===== src/rtl/serial_subtractor.sv =====
// Bit-serial unsigned subtractor: diff = (inA - inB) mod 2^WIDTH, Bout = (inA < inB).
// Operands are processed LSB first through one full-subtractor cell, one bit
// per clock, with valid/ready handshakes on both the operand and result sides.
module serial_subtractor #(
  parameter int WIDTH = 8
) (
  input  logic             clk,
  input  logic             rst,
  input  logic             in_valid,
  output logic             in_ready,
  input  logic [WIDTH-1:0] inA,
  input  logic [WIDTH-1:0] inB,
  output logic             out_valid,
  input  logic             out_ready,
  output logic [WIDTH-1:0] diff,
  output logic             Bout
);

  localparam int CW = $clog2(WIDTH);

  typedef enum logic [1:0] {
    IDLE,
    RUN,
    DONE
  } state_t;

  state_t           state_q, state_d;
  logic [WIDTH-1:0] a_sh_q, a_sh_d;
  logic [WIDTH-1:0] b_sh_q, b_sh_d;
  logic [WIDTH-1:0] d_sh_q, d_sh_d;
  logic [WIDTH-1:0] diff_q, diff_d;
  logic             borrow_q, borrow_d;
  logic             bout_q, bout_d;
  logic [CW-1:0]    count_q, count_d;

  logic             d_bit;
  logic             borrow_nxt;
  logic             last_bit;
  logic [WIDTH-1:0] d_sh_shift;

  // Full-subtractor cell on the current LSBs plus the running borrow.
  assign d_bit      = a_sh_q[0] ^ b_sh_q[0] ^ borrow_q;
  assign borrow_nxt = (~a_sh_q[0] & b_sh_q[0]) | (~(a_sh_q[0] ^ b_sh_q[0]) & borrow_q);
  assign d_sh_shift = {d_bit, d_sh_q[WIDTH-1:1]};
  assign last_bit   = (count_q == CW'(WIDTH - 1));

  // Next-state and datapath decode for the IDLE/RUN/DONE sequencer.
  always_comb begin
    // NOTE: every signal written here gets a default first, so no path leaves
    // a value unassigned and no latch is inferred.
    state_d  = state_q;
    a_sh_d   = a_sh_q;
    b_sh_d   = b_sh_q;
    d_sh_d   = d_sh_q;
    diff_d   = diff_q;
    borrow_d = borrow_q;
    bout_d   = bout_q;
    count_d  = count_q;

    case (state_q)
      IDLE: begin
        if (in_valid) begin
          a_sh_d   = inA;
          b_sh_d   = inB;
          borrow_d = 1'b0;
          count_d  = '0;
          state_d  = RUN;
        end
      end
      RUN: begin
        a_sh_d   = a_sh_q >> 1;
        b_sh_d   = b_sh_q >> 1;
        d_sh_d   = d_sh_shift;
        borrow_d = borrow_nxt;
        count_d  = count_q + 1'b1;
        if (last_bit) begin
          // Publish the complete result only once all WIDTH bits are in.
          diff_d  = d_sh_shift;
          bout_d  = borrow_nxt;
          state_d = DONE;
        end
      end
      DONE: begin
        if (out_ready) begin
          state_d = IDLE;
        end
      end
      default: state_d = IDLE;
    endcase
  end

  // State and datapath registers; async reset aborts any operation in flight.
  always_ff @(posedge clk or posedge rst) begin
    if (rst) begin
      // NOTE: the shift registers and counter are ordinary flops, so clearing
      // them on reset is cheap and keeps a restart free of stale history.
      state_q  <= IDLE;
      a_sh_q   <= '0;
      b_sh_q   <= '0;
      d_sh_q   <= '0;
      diff_q   <= '0;
      borrow_q <= 1'b0;
      bout_q   <= 1'b0;
      count_q  <= '0;
    end else begin
      // NOTE: non-blocking assignments so every flop samples pre-edge values.
      state_q  <= state_d;
      a_sh_q   <= a_sh_d;
      b_sh_q   <= b_sh_d;
      d_sh_q   <= d_sh_d;
      diff_q   <= diff_d;
      borrow_q <= borrow_d;
      bout_q   <= bout_d;
      count_q  <= count_d;
    end
  end

  assign in_ready  = (state_q == IDLE);
  assign out_valid = (state_q == DONE);
  assign diff      = diff_q;
  assign Bout      = bout_q;

endmodule

===== config.mk =====
export PLATFORM = sky130hd
export DESIGN_NAME = serial_subtractor
export DESIGN_NICKNAME = d
export VERILOG_FILES = /design/src/rtl/serial_subtractor.sv
export SDC_FILE = /design/constraint.sdc
export NUM_CORES = 1
export LEC_CHECK = 0
export ABC_AREA = 1
export CAP_MARGIN = 10
export CORE_ASPECT_RATIO = 0.6
export CORE_MARGIN = 4
export CORE_UTILIZATION = 55
export DETAILED_ROUTE_END_ITERATION = 16
export DONT_BUFFER_PORTS = 1
export PLACE_DENSITY_LB_ADDON = 0.2
export REMOVE_ABC_BUFFERS = 1
export SETUP_SLACK_MARGIN = 0.4
export SYNTH_ARGS = -nofsm -noshare
export SYNTH_HDL_FRONTEND = slang
export SYNTH_SLANG_ARGS = --single-unit

===== constraint.sdc =====
create_clock -name clk -period 1.7 [get_ports clk]
set_input_delay 0.34 -clock clk [delete_from_list [all_inputs] [get_ports clk]]
set_output_delay 0.34 -clock clk [all_outputs]
set_load 0.1 [all_outputs]

* After elaboration in Yosys (flattened, before gate mapping)
Cells that the tools add are included.
Word-level totals: bits in read-only memories 0, bits in writable memories 0, word-level logic and storage cells 39, register bits 39, bits in latches 0, input port bits 20, memories 0
Operators by class: $lt $le $gt $ge 0, divide/modulo/power cells 0, bitwise logic cells 7, shifts and indexed selects 0, reduce and logical (&&, ||, !) cells 5, eq/ne operators 6, $mul 0, $add $sub $neg 1, mux-type cells 12
Operators with widths (count):
- $pmux 8 s2 | 2
- $mux 8 | 2
- $mux 2 | 3
- $pmux 2 s3 | 1
- $pmux 3 s2 | 1
- $ne 2x2->1 const B | 2
- $reduce_and 2->1 | 2
- $add 3x1->3 const B | 1
- $eq 3x3->1 const B | 1
- $mux 3 | 1
- $reduce_and 3->1 | 1
- $and 1x1->1 | 2
- $eq 2x1->1 const B | 1
- $eq 2x2->1 const B | 1
- $logic_not 2->1 | 1
- $ne 2x1->1 const B | 1
- $not 1->1 | 2
- $pmux 1 s2 | 1
- $reduce_bool 2->1 | 1
- $xor 1x1->1 | 2
- $mux 1 | 1
- $or 1x1->1 | 1

* Longest topological paths before layout
Gate-level depths: netlist of the first run.
depth after elaboration 5, mapped depth 7, depth with buffers taken out 5

* Least setup slack after synthesis of the first run
No wires, ideal clock.
path type flip-flop to output port, start point register state_q[0], end point output port out_valid, cell stages (with the launch flop) 4, path slack -0.631 ns, data arrival time 1.991 ns, required time 1.360 ns, cell sequence dfrtp_1 -> buf_6 -> buf_2 -> nor2_1
Between the ends: longest elaborated chain between the ends 1
Ends and longest elaborated chain:
- from (decl) | RTL line 27 | state_t state_q, state_d;
- from (signal assigned) | RTL line 107 | state_q <= state_d;
- $eq 2x2->1 | RTL line 119 | assign out_valid = (state_q == DONE);
- to (decl) | RTL line 13 | output logic out_valid,
Every way passes these cells.

* Worst setup path in the final report of the first run
Ends and elaborated chain as after synthesis.

==> results of run 1 <==
[logic make-up (layout without fill, tap and decap cells)]
| group | Yosys count | count (layout) | share of synthesized area (%) |
|---|---|---|---|
| fa+ha+maj | 3 | 3 | 2.48 |
| buf+inv | 48 | 76 | 12.5 |
| simple gates | 105 | 108 | 24.2 |
| flops | 38 | 38 | 52.3 |
| compound gates | 22 | 22 | 8.47 |
[what timing repair did]
item | 4_1_cts | 5_1_grt
endpoints found under the setup margin | 16 | 34
gates cloned | 1 | 4
hold endpoints to repair | 11 | 0
pin swaps | 2 | 6
hold buffers | 1 | 0
buffers inserted | 5 | 5
resized for setup | 10 | 14
[worst max-delay path, cell delays in order (launching register included)]
cell and delay [ns]:
dfrtp_2 0.47, nor2_4 0.15, buf_12 0.18
[metal layers]
layer | global-route usage [%] | wire length [microns] | share of wire, % | up-vias
li1 | - | - | - | 709
met1 | 26.2 | 2000 | 43 | 722
met2 | 32.3 | 2220 | 47 | 75
met3 | 6.01 | 392 | 8.4 | 10
met4 | 4.14 | 63 | 1.3 | 0
met5 | 0 | 0 | 0 | -
[cells in the mapped netlist]
| library cell | instances |
|---|---|
| inv_1 | 39 |
| o21ai_0 | 10 |
| ha_1 | 2 |
| o31ai_1 | 1 |
| o21ai_4 | 1 |
| buf_2 | 2 |
| nand3_1 | 17 |
| a21oi_1 | 2 |
| nor2_4 | 1 |
| dfrtp_1 | 38 |
| nand2_2 | 1 |
| nor2_1 | 3 |
| buf_6 | 6 |
| inv_2 | 1 |
| o21ai_2 | 8 |
| nand2_1 | 81 |
| nand2_4 | 2 |
| fa_1 | 1 |
[state kept, by name, indices dropped and copies added (netlist names)]
| signal | cells |
|---|---|
| b_sh_q | 8 |
| diff | 8 |
| Bout | 1 |
| a_sh_q | 8 |
| count_q | 3 |
| state_q | 2 |
| borrow_q | 1 |
| d_sh_q | 7 |
[stage by stage]
step	power [mW]	area (sq um)	utilization [%]	instances
floorplan	3.31	1740	-	208
global placement	3.75	1920	63.6	265
detailed placement	3.84	1920	63.6	265
CTS	4.94	2160	71.3	280
global route	5.75	2310	76.6	289
finish	5.43	2310	76.6	289
[power groups by stage]
stage	Clock, mW	Combinational [mW]	Sequential, mW
after detailed placement	0	2.29	1.55
after CTS	0.950	2.45	1.54
after global placement	0	2.22	1.53
after global routing	0.996	3.17	1.59
final	0.943	2.93	1.56
after floorplan	0	1.12	2.19
[worst paths after layout]
path | startpoint | to | slack, ns | cells past startpoint
setup / recovery | state_q[0] | out_valid | 0.27 | 2
hold / removal | out_ready | state_q[1] | 0.14 | 1
setup reg to reg | state_q[0] | diff[2] | 0.27 | 7
hold reg to reg | a_sh_q[4] | a_sh_q[4] | 0.49 | 2
max in group asynchronous | rst | a_sh_q[3] | 0.60 | 3
min in group asynchronous | rst | d_sh_q[3] | 0.51 | 2
[cell type report]
| cell class | count | area (sq um) | share of cell area (%) |
|---|---|---|---|
| multi-input cells | 133 | 704 | 30.4 |
| clock buffers | 6 | 82.6 | 3.57 |
| clock inverters | 2 | 60.1 | 2.59 |
| flip-flops and latches | 38 | 953 | 41.2 |
| repair buffers | 28 | 309 | 13.4 |
| inverters | 40 | 153 | 6.59 |
| well taps | 42 | 52.6 | 2.27 |
==> qor.yml, run 1 <==
drt-total-wl_mm: 4.67
max_clock_freq_mhz: 700
cts_tree: "yes"
drt-vias-per-instance: 5.25
insertion_delay_ns: 0.29
layout_min_cycle_time_ns: 1.43
worst_ep_arrival_time_ns: 1.09
cts.clk_slew.worst_paths_ns: 0.08
ys_seq_area_share_pct: 52.3
worst_pin_slew_ns: 0.488
wl_per_cell_microns: 16.2
cts_root_buf: "clkbuf_8"
clock_skew_ns: 0.00565
fillers: 193
end_kind: "primary output"
pre_cts_ws_ns: 0.372
required_ns: 1.36
nets: 269
dp_hpwl_mm: 2.35
final_cell_mix: "nand2_1, inv_1, dfrtp_1, buf_4, nand3_1"
synthToLayoutAreaGrowth_pct: 27.3
dieArea_sq_um: 4320
grt_max_degree: 30
avgSynthCellArea_sq_um: 8.42
overflow: 0
synth_warnings: 0
worst_hold_slack_ns: 0.141
boundaryPins: 31
core-area_sq_um: 3020
switching_share_pct: 46.1
cp-start-kind: "flop"
drv_cap: 0
cts_max_path_buffers: 2
num_antenna_cells: 0
synth_area_leaders: "dfrtp_1, nand2_1, inv_1"
leakagePower_nw: 1.25
period_share_pct: 84.1
cts_buffers: 5
worst-setup-path-type: "reg -> out"
dr.pass1.iters: 4
postSynthCellCount: 216
rsz0062_at_grt: "yes"
drtIter0Drc: 123
ant_nets: 0
cp_max_fo: 4
yosys.area.top_type: "dfrtp_1"
final-hold-violation-count: 0
min_path_type: "in -> reg"
vias: 1516
fp-row-count: 15
drive_gt1_share_pct: 24.3
p_int_mw: 2.93
status: "completed"
worst_slack_ns: 0.271
finalSetupTns_ns: 0
ys_ff_latch: 38
synth_area_sq_um: 1820
io_buffer_count: 0
netSwitchingPower_mw: 2.50
grt_pass1_wl_mm: 6.33
fp.dieW_microns: 82.2
antenna_found_initial: 0
synth.distinct_cells: 18
cts_sinks: 38
clockPowerShare_pct: 17.4
die_y_microns: 52.5
ir_drop_v: 0.00125
drc: 0
gr-usage-all-layers_pct: 19.8
p_seq_share_pct: 28.7
setup_viol: 0
gp_congestion: 0.780
slew_viol_final: 0
initial_utilization_pct: 60.2
power_density_nw_per_um2: 2340
grt_pass1_vias: 1381
layout_commonest_cell: "nand2_1"
synth_top_area_share_pct: 52.3
p_comb_share_pct: 53.9
htree_levels: 2
slew_headroom_pct: 67.4
(Power assumes the default switching activity.)
==> inputs of run 2 (changes only) <==
Clock period 1.7 ns to 1.2 ns, I/O delays scaled along.
==> qor.yml, run 2 (synthesized netlist as in run 1, its figures left out) <==
cpMostUsedCell: "buf_6"
grt_pass1_vias: 1781  # +29%
rsz0062_at_grt: "yes"
slowest_stage: "dfrtp_1"
leakagePower_nw: 1.48  # +19%
cts_max_path_buffers: 2  # unchanged
cp_num_cells: 8  # +6
grt_pass1_wl_mm: 9.00  # +42%
fp.dieW_microns: 82.2  # unchanged
required_ns: 1.38  # +0.02 ns
die_y_microns: 52.5  # unchanged
boundaryPins: 31  # unchanged
met3_usage_pct: 7.22  # +1.2 points
reg2reg_depth: 8  # +1
finalSetupTns_ns: -8.18  # -8.18 ns
end_kind: "flop"
worstSetupEndpoint: "a_sh_q[3]"
ir_drop_v: 0.00266  # +110%
period_share_pct: 125
num_antenna_cells: 0  # unchanged
worst-setup-path-type: "reg -> reg"
cts_buffers: 5  # unchanged
dp_hpwl_mm: 2.42  # +3.0%
grtUsageMet2_pct: 49.3  # +17 points
worst_pin_slew_ns: 0.263  # -0.225 ns
antenna_found_initial: 0  # unchanged
initial_utilization_pct: 60.2  # unchanged
max_clock_freq_mhz: 669
cts_sinks: 38  # unchanged
violations: "setup timing"
layout_min_cycle_time_ns: 1.50
final-hold-violation-count: 0  # unchanged
insertion_delay_ns: 0.31  # +0.02 ns
nets: 284  # +5.6%
cpPeakStageDelay_ns: 0.44  # -0.03 ns
drt-total-wl_mm: 7.56  # +62%
grt_max_degree: 39  # +30%
cp_max_fo: 7  # +3
core-area_sq_um: 3020  # unchanged
timing.rr.start: "state_q[0]"
worst_slack_ns: -0.295  # -0.566 ns
worst_ep_arrival_time_ns: 1.67  # +0.58 ns
cp-startpoint: "state_q[0]"
clock_skew_ns: 0.0192  # +0.0135 ns
dieArea_sq_um: 4320  # unchanged
final_cell_mix: "nand2_1, inv_1, dfrtp_1, nand2_2, buf_12"
fp-row-count: 15  # unchanged
dr.pass1.iters: 7  # +3
gr-usage-all-layers_pct: 29.3  # +9.5 points
synthToLayoutAreaGrowth_pct: 62.3
vias: 1926  # +27%
slew_viol_final: 0  # unchanged
ant_nets: 0  # unchanged
wl_per_cell_microns: 24.9  # +54%
setup_viol: 40  # +40
slew_headroom_pct: 82.4  # +15 points
drv_cap: 0  # unchanged
gp_congestion: 0.780  # about the same
crit_chain: "buf_6, buf_6, buf_6, nand2_8, buf_6, nand2_4, nand3_2, nand2_1"
ff2ff_setup_slack_ns: -0.30  # -0.57 ns
cp-start-kind: "flop"
grt_use_met1_pct: 35.8  # +9.7 points
pre_cts_ws_ns: -0.0719  # -0.444 ns
power_density_nw_per_um2: 3450  # +47%
htree_levels: 2  # unchanged
cts.clk_slew.worst_paths_ns: 0.09  # about the same
layout_commonest_cell: "nand2_1"
overflow: 0  # unchanged
drt-vias-per-instance: 6.34  # +21%
cp_top_family: "buffers and inverters"
rr_endpoint: "a_sh_q[3]"
io_buffer_count: 0  # unchanged
cts_root_buf: "clkbuf_8"
grt_most_used_layer: "met2"
status: "finished, violations left"
critPathBufInv: 4  # +3
drive_gt1_share_pct: 47.7  # +23 points
min_path_type: "in -> reg"
drc: 0  # unchanged
drtIter0Drc: 193  # +57%
cts_tree: "yes"
==> run 2: what timing repair did <==
item	4_1_cts	5_1_grt
pin swaps	6	11
setup endpoints to repair	49	49
setup buffers	8	3
gates resized for setup	93	41
hold buffers	1	0
gates cloned	6	5
hold endpoints to repair	38	0
==> run 2: per-stage QoR <==
step / cells / util [%] / hold WS [ns] / area (sq um) / power [mW]
after floorplan: 208 / - / 0.338 / 1740 / 4.68
after global placement: 273 / 67.3 / 0.194 / 2030 / 5.59
after detailed placement: 273 / 67.3 / 0.217 / 2030 / 5.75
after CTS: 296 / 88.4 / 0.0236 / 2670 / 8.34
after global routing: 304 / 97.6 / 0.0125 / 2950 / 10.5
final: 304 / 97.6 / 0.0159 / 2950 / 10.2
==> run 2: how the worst min path moves through the flow <==
| stage | from | end | slack, ns | depth (start not counted) |
|---|---|---|---|---|
| 5_1_grt | out_ready | state_q[1] | 0.01 | 1 |
| 4_1_cts | out_ready | state_q[1] | 0.02 | 1 |
| 3_5_place_dp | rst | count_q[0] | 0.22 | 2 |
| 6_report | out_ready | state_q[1] | 0.02 | 1 |
| 2_1_floorplan | out_ready | state_q[1] | 0.34 | 1 |
| 3_3_place_gp | rst | diff[3] | 0.19 | 2 |
==> run 2: report_power, final <==
part | switching [mW] | leakage [nW] | internal, mW
Clock | 0.542 | 0.0472 | 0.463
Combinational | 3.98 | 0.960 | 2.77
Sequential | 0.549 | 0.472 | 1.87
==> run 2: final cells by class <==
| type | count | area [sq um] |
|---|---|---|
| clock buffer | 6 | 82.6 |
| multi-input combinational | 135 | 1040 |
| sequential | 38 | 952 |
| timing repair buffer | 41 | 656 |
| inverter | 40 | 153 |
| fill | 47 | 71.3 |
| tap | 42 | 52.6 |
| clock inverter | 2 | 12.5 |
==> run 2: routing by layer <==
layer / share of wire [%] / routed length (microns)
met5: 0 / 0
met4: 5.1 / 388
met3: 14 / 1040
met2: 45 / 3400
met1: 36 / 2730
==> inputs of run 3 (changes only) <==
Settings changed: SLEW_MARGIN from default to 20.
Clock period 1.2 ns to 1.55 ns, I/O delays scaled along.
==> qor.yml, run 3 (synthesized netlist as in run 1, its figures left out) <==
num_antenna_cells: 0  # unchanged
max_clock_freq_mhz: 693
overflow: 0  # unchanged
synthToLayoutAreaGrowth_pct: 48.7
post-route-util_pct: 89.5  # -8.2 points
cts_sinks: 38  # unchanged
grtUsageMet2_pct: 41.8  # -7.6 points
nets: 273  # -3.9%
stdcell_count: 292  # -3.9%
dr.pass1.iters: 5  # -2
fin_total_pwr_mw: 7.29  # -28%
setup_viol: 0  # -100%
cts_root_buf: "clkbuf_8"
cp-start-kind: "flop"
final_cell_mix: "nand2_1, inv_1, dfrtp_1, o21ai_2"
antenna_found_initial: 0  # unchanged
cts_buffers: 5  # unchanged
worst_ep_arrival_time_ns: 1.13  # -0.54 ns
gr-usage-all-layers_pct: 26.1  # -3.2 points
drv_cap: 0  # unchanged
drt-vias-per-instance: 6.17  # -2.6%
required_ns: 1.24  # -0.14 ns
crit_chain: "nor2_4, buf_12"
dp_hpwl_mm: 2.27  # -6.4%
grt_most_used_layer: "met2"
slowest_stage: "dfrtp_2"
drc: 0  # unchanged
status: "finished, violations left"
clock_skew_ns: 0.0168  # -0.00240 ns
grt_pass1_vias: 1616  # -9.3%
drtIter0Drc: 268  # +39%
layout_min_cycle_time_ns: 1.44
cts_tree: "yes"
fp.dieW_microns: 82.2  # unchanged
period_share_pct: 93.1
core-area_sq_um: 3020  # unchanged
cts.clk_slew.worst_paths_ns: 0.09  # about the same
final-hold-violation-count: 7  # +7
grt_use_met1_pct: 34.2  # -1.7 points
end_kind: "primary output"
ir_drop_v: 0.00190  # -29%
placed_cell_area_sq_um: 1930  # -5.2%
power_density_nw_per_um2: 2700  # -22%
grt_pass1_wl_mm: 7.99  # -11%
ant_nets: 0  # unchanged
cpPeakStageDelay_ns: 0.48  # +0.04 ns
drt-total-wl_mm: 6.71  # -11%
boundaryPins: 31  # unchanged
dp.cells: 264  # -3.3%
min_path_type: "in -> async"
worst_pin_slew_ns: 0.487  # +0.224 ns
die_y_microns: 52.5  # unchanged
io_buffer_count: 0  # unchanged
fp-row-count: 15  # unchanged
worst-setup-path-type: "reg -> out"
slew_viol_final: 0  # unchanged
slew_headroom_pct: 67.6  # -15 points
initial_utilization_pct: 60.2  # unchanged
grt_max_degree: 39  # unchanged
wl_per_cell_microns: 23.0  # -7.6%
met3_usage_pct: 6.36  # -0.86 points
cp_top_family: "flip-flops"
critPathBufInv: 1  # -3
vias: 1802  # -6.4%
violations: "hold timing"
drive_gt1_share_pct: 40.4  # -7.3 points
htree_levels: 2  # unchanged
postCtsHoldBufs: 0  # -1
insertion_delay_ns: 0.30  # about the same
cp_max_fo: 4  # -3
layout_commonest_cell: "nand2_1"
leakagePower_nw: 1.41  # -4.4%
gp_congestion: 0.773  # -0.89%
cts_max_path_buffers: 2  # unchanged
finish.instance_area_sq_um: 2700  # -8.4%
dieArea_sq_um: 4320  # unchanged
worst_hold_slack_ns: -0.00967  # -0.0256 ns
rsz0062_at_grt: "yes"
-- run 3: cell count changes in the layout (fill, tap and decap cells not counted), sizes merged --
cell	delta
buf	-7
clkbuf	-3
dlygate4sd3	-1
clkinvlp	-1
clkinv	-1
bufinv	+1
-- run 3: report_power, final --
| part | internal, mW | switching, mW | total [mW] |
|---|---|---|---|
| clock network | 0.516 | 0.371 | 0.886 |
| registers | 1.45 | 0.418 | 1.87 |
| logic | 1.72 | 2.81 | 4.53 |
-- run 3: metrics by stage --
step / setup WS [ns] / hold slack, ns / TNS, ns
2_1_floorplan: -0.759 / 0.408 / -2.93
3_3_place_gp: 0.282 / 0.330 / 0
3_5_place_dp: 0.234 / 0.339 / 0
4_1_cts: 0.180 / 0.0262 / 0
5_1_grt: 0.0967 / 0.0481 / 0
6_report: 0.107 / -0.00967 / 0
-- run 3: worst paths after layout --
kind | startpoint | to | slack, ns | cells after the start
worst max-delay path | state_q[0] | out_valid | 0.11 | 2
worst min-delay path | rst | diff[4] | -0.01 | 2
worst max register to register | state_q[1] | b_sh_q[4] | 0.12 | 8
worst min register to register | a_sh_q[3] | a_sh_q[3] | 0.49 | 2
max in group asynchronous | rst | count_q[0] | 1.17 | 2
min in group clk | out_ready | state_q[1] | 0.10 | 1
-- run 3: layout make-up --
class | instances | area [sq um]
Clock buffer | 6 | 82.6
Clock inverter | 1 | 30.0
Fill cell | 116 | 318
Inverter | 40 | 153
Multi-Input combinational cell | 135 | 971
Sequential cell | 38 | 955
Tap cell | 42 | 52.6
Timing Repair Buffer | 30 | 460
-- run 3: what timing repair did --
action                                  in CTS  in global routing
endpoints found under the setup margin      49                 49
pin swaps                                    5                  2
resized for setup                           44                 69
cloned                                       6                  2
buffers inserted                            13                  0
-- run 3: per-layer routing --
layer,up-vias,part of all wire (%)
li1,724,-
met3,69,12
met2,185,45
met5,-,0
met1,824,34
met4,0,8.4
==> variant (flow settings as in run 1) <==
Take the reset off `a_sh_q`, `b_sh_q` and `d_sh_q` and load them in a clocked block of their own.
--- a/src/rtl/serial_subtractor.sv
+++ b/src/rtl/serial_subtractor.sv
@@ -95,9 +95,6 @@
       // NOTE: the shift registers and counter are ordinary flops, so clearing
       // them on reset is cheap and keeps a restart free of stale history.
       state_q  <= IDLE;
-      a_sh_q   <= '0;
-      b_sh_q   <= '0;
-      d_sh_q   <= '0;
       diff_q   <= '0;
       borrow_q <= 1'b0;
       bout_q   <= 1'b0;
@@ -105,14 +102,17 @@
     end else begin
       // NOTE: non-blocking assignments so every flop samples pre-edge values.
       state_q  <= state_d;
-      a_sh_q   <= a_sh_d;
-      b_sh_q   <= b_sh_d;
-      d_sh_q   <= d_sh_d;
       diff_q   <= diff_d;
       borrow_q <= borrow_d;
       bout_q   <= bout_d;
       count_q  <= count_d;
     end
+  end
+
+  always_ff @(posedge clk) begin
+    a_sh_q <= a_sh_d;
+    b_sh_q <= b_sh_d;
+    d_sh_q <= d_sh_d;
   end
 
   assign in_ready  = (state_q == IDLE);
Formal check against the unedited RTL: same outputs for any inputs over 10 cycles, from zero or initial values and one cycle with rst high; that may be too few to reach the edited logic, so the function may still have changed.
==> variant against run 1 <==
  * Final cell count down 30%
  * Critical path depth up 2
  * Wire length down 40%
  * Final area down 18%
  * Clock skew down 0.0017 ns
  * Synthesized area down 12%
  * Worst setup slack better by 0.016 ns
  * Count of clock-buffer cells in the layout down 1
  * First-iteration DRC count down 58%
  * Sequential cell count unchanged
Power is not shown: default switching activity piles up to over one toggle a cycle in this logic, so the estimate is an artifact.
==> variant: results <==
export IMPL_critical_path_peak_fanout=4
export IMPL_drt_first_iter_violations=52
export IMPL_cts_root_buffer_cell="sky130_fd_sc_hd__clkbuf_8"
export IMPL_postSynth_asyncResetShare_pct=39.47
export IMPL_yosysTopAreaCellShare_pct=43.36
export IMPL_port_buffer_count=0
export IMPL_critical_path_max_stage_delay_ns=0.44
export IMPL_gp_congestion=0.7595
export IMPL_worst_r2r_setup_slack_ns=0.37
export IMPL_post_synth_main_area_contributors="sky130_fd_sc_hd__edfxtp_1, sky130_fd_sc_hd__dfrtp_1, sky130_fd_sc_hd__nand2_1"
export IMPL_slew_limit_headroom_pct=59.80
export IMPL_critPathLaunch="state_q[0]"
export IMPL_dpl_instance_area_sq_um=1680
export IMPL_outcome="complete, no violations"
export IMPL_fin_crit_sh_pct=83.12
export IMPL_synth_seq_area_share_pct=66.93
export IMPL_dr_vias=1028
export IMPL_ctsLongestPathBuffers=2
export IMPL_number_of_global_route_vias_before_repair=1064
export IMPL_grt_pass1_wl_microns=4767
export IMPL_pre_cts_slack_ns=0.3352
export IMPL_final_setup_skew_ns=0.003962
export IMPL_layout_drive_gt1_share_pct=23.67
export IMPL_dominantRegCellSynth="sky130_fd_sc_hd__edfxtp_1"
export IMPL_fill_cell_count=200
export IMPL_synth_cells_most_frequent="sky130_fd_sc_hd__nand2_1, sky130_fd_sc_hd__edfxtp_1, sky130_fd_sc_hd__dfrtp_1, sky130_fd_sc_hd__inv_1"
export IMPL_initial_antenna_violation_count=0
export IMPL_detail_route_wl_per_cell_microns=14.05
export IMPL_post_dp_hpwl_microns=1956
export IMPL_crit_reg2reg_launch="state_q[1]"
export IMPL_arrival_ns=1.07
export IMPL_grt_max_degree=28
export IMPL_post_synthesis_share_of_cell_area_spent_on_full_adders_half_adders_and_majority_gates_pct=2.828
export IMPL_grt_use_total_pct=16.42
export IMPL_worst_hold_path_type="primary input to asynchronous set/reset pin"
export IMPL_synth_edff_count=23
export IMPL_nNetsFinal=191
==> variant: cell count changes after synthesis, moves of 8 or more <==
| cell | delta |
|---|---|
| sky130_fd_sc_hd__o21ai_0 | -9 |
| sky130_fd_sc_hd__edfxtp_1 | +23 |
| sky130_fd_sc_hd__nand3_1 | -13 |
| sky130_fd_sc_hd__dfrtp_1 | -23 |
| sky130_fd_sc_hd__inv_1 | -30 |
| sky130_fd_sc_hd__o21ai_2 | -8 |
==> variant: logic make-up (layout without fill, tap and decap cells) <==
| logic type | Yosys count | in the layout |
|---|---|---|
| and+or+nand+nor | 91 | 92 |
| AOI/OAI and AO/OA | 2 | 2 |
| buffers and inverters | 15 | 34 |
| DFF | 38 | 38 |
| adders and majority gates | 3 | 3 |
==> variant: what timing repair did <==
item,CTS,global route
endpoints found under the setup margin,40,46
hold buffers,0,0
buffers inserted,3,0
resized for setup,18,8
gates cloned,0,1
pin swaps,0,3
==> variant: stage by stage <==
step	instances	utilization [%]	hold WS, ns
after global routing	201	71.81	0.05091
final	201	71.81	0.01200
after CTS	200	70.29	0.02955
after floorplan	145	-	0.2415
after global placement	189	63.95	0.3260
after detailed placement	189	63.95	0.3345
==> variant: worst paths after layout <==
path                         endpoint  depth (start not counted)
setup / recovery            out_valid                          4
hold / removal             count_q[2]                          1
setup reg to reg            b_sh_q[6]                          4
hold reg to reg               diff[0]                          2
max in group asynchronous  state_q[0]                          1
min in group clk           state_q[1]                          1
==> variant: routing by layer <==
metal,part of all wire (%),track usage (%),up-vias
li1,-,-,509
met1,47,21.17,487
met2,48,26.22,28
met3,4.5,5.636,4
met4,0.88,5.325,0
met5,0,0,-
==> variant: cell type report <==
class | instances | area (sq um) | area share (%)
sequential | 38 | 1069 | 56.63
multi-input combinational | 97 | 493.0 | 26.13
timing repair buffer | 15 | 156.4 | 8.289
clock buffer | 5 | 68.82 | 3.647
inverter | 11 | 48.80 | 2.586
tap | 32 | 40.04 | 2.122
clock inverter | 3 | 11.26 | 0.5968
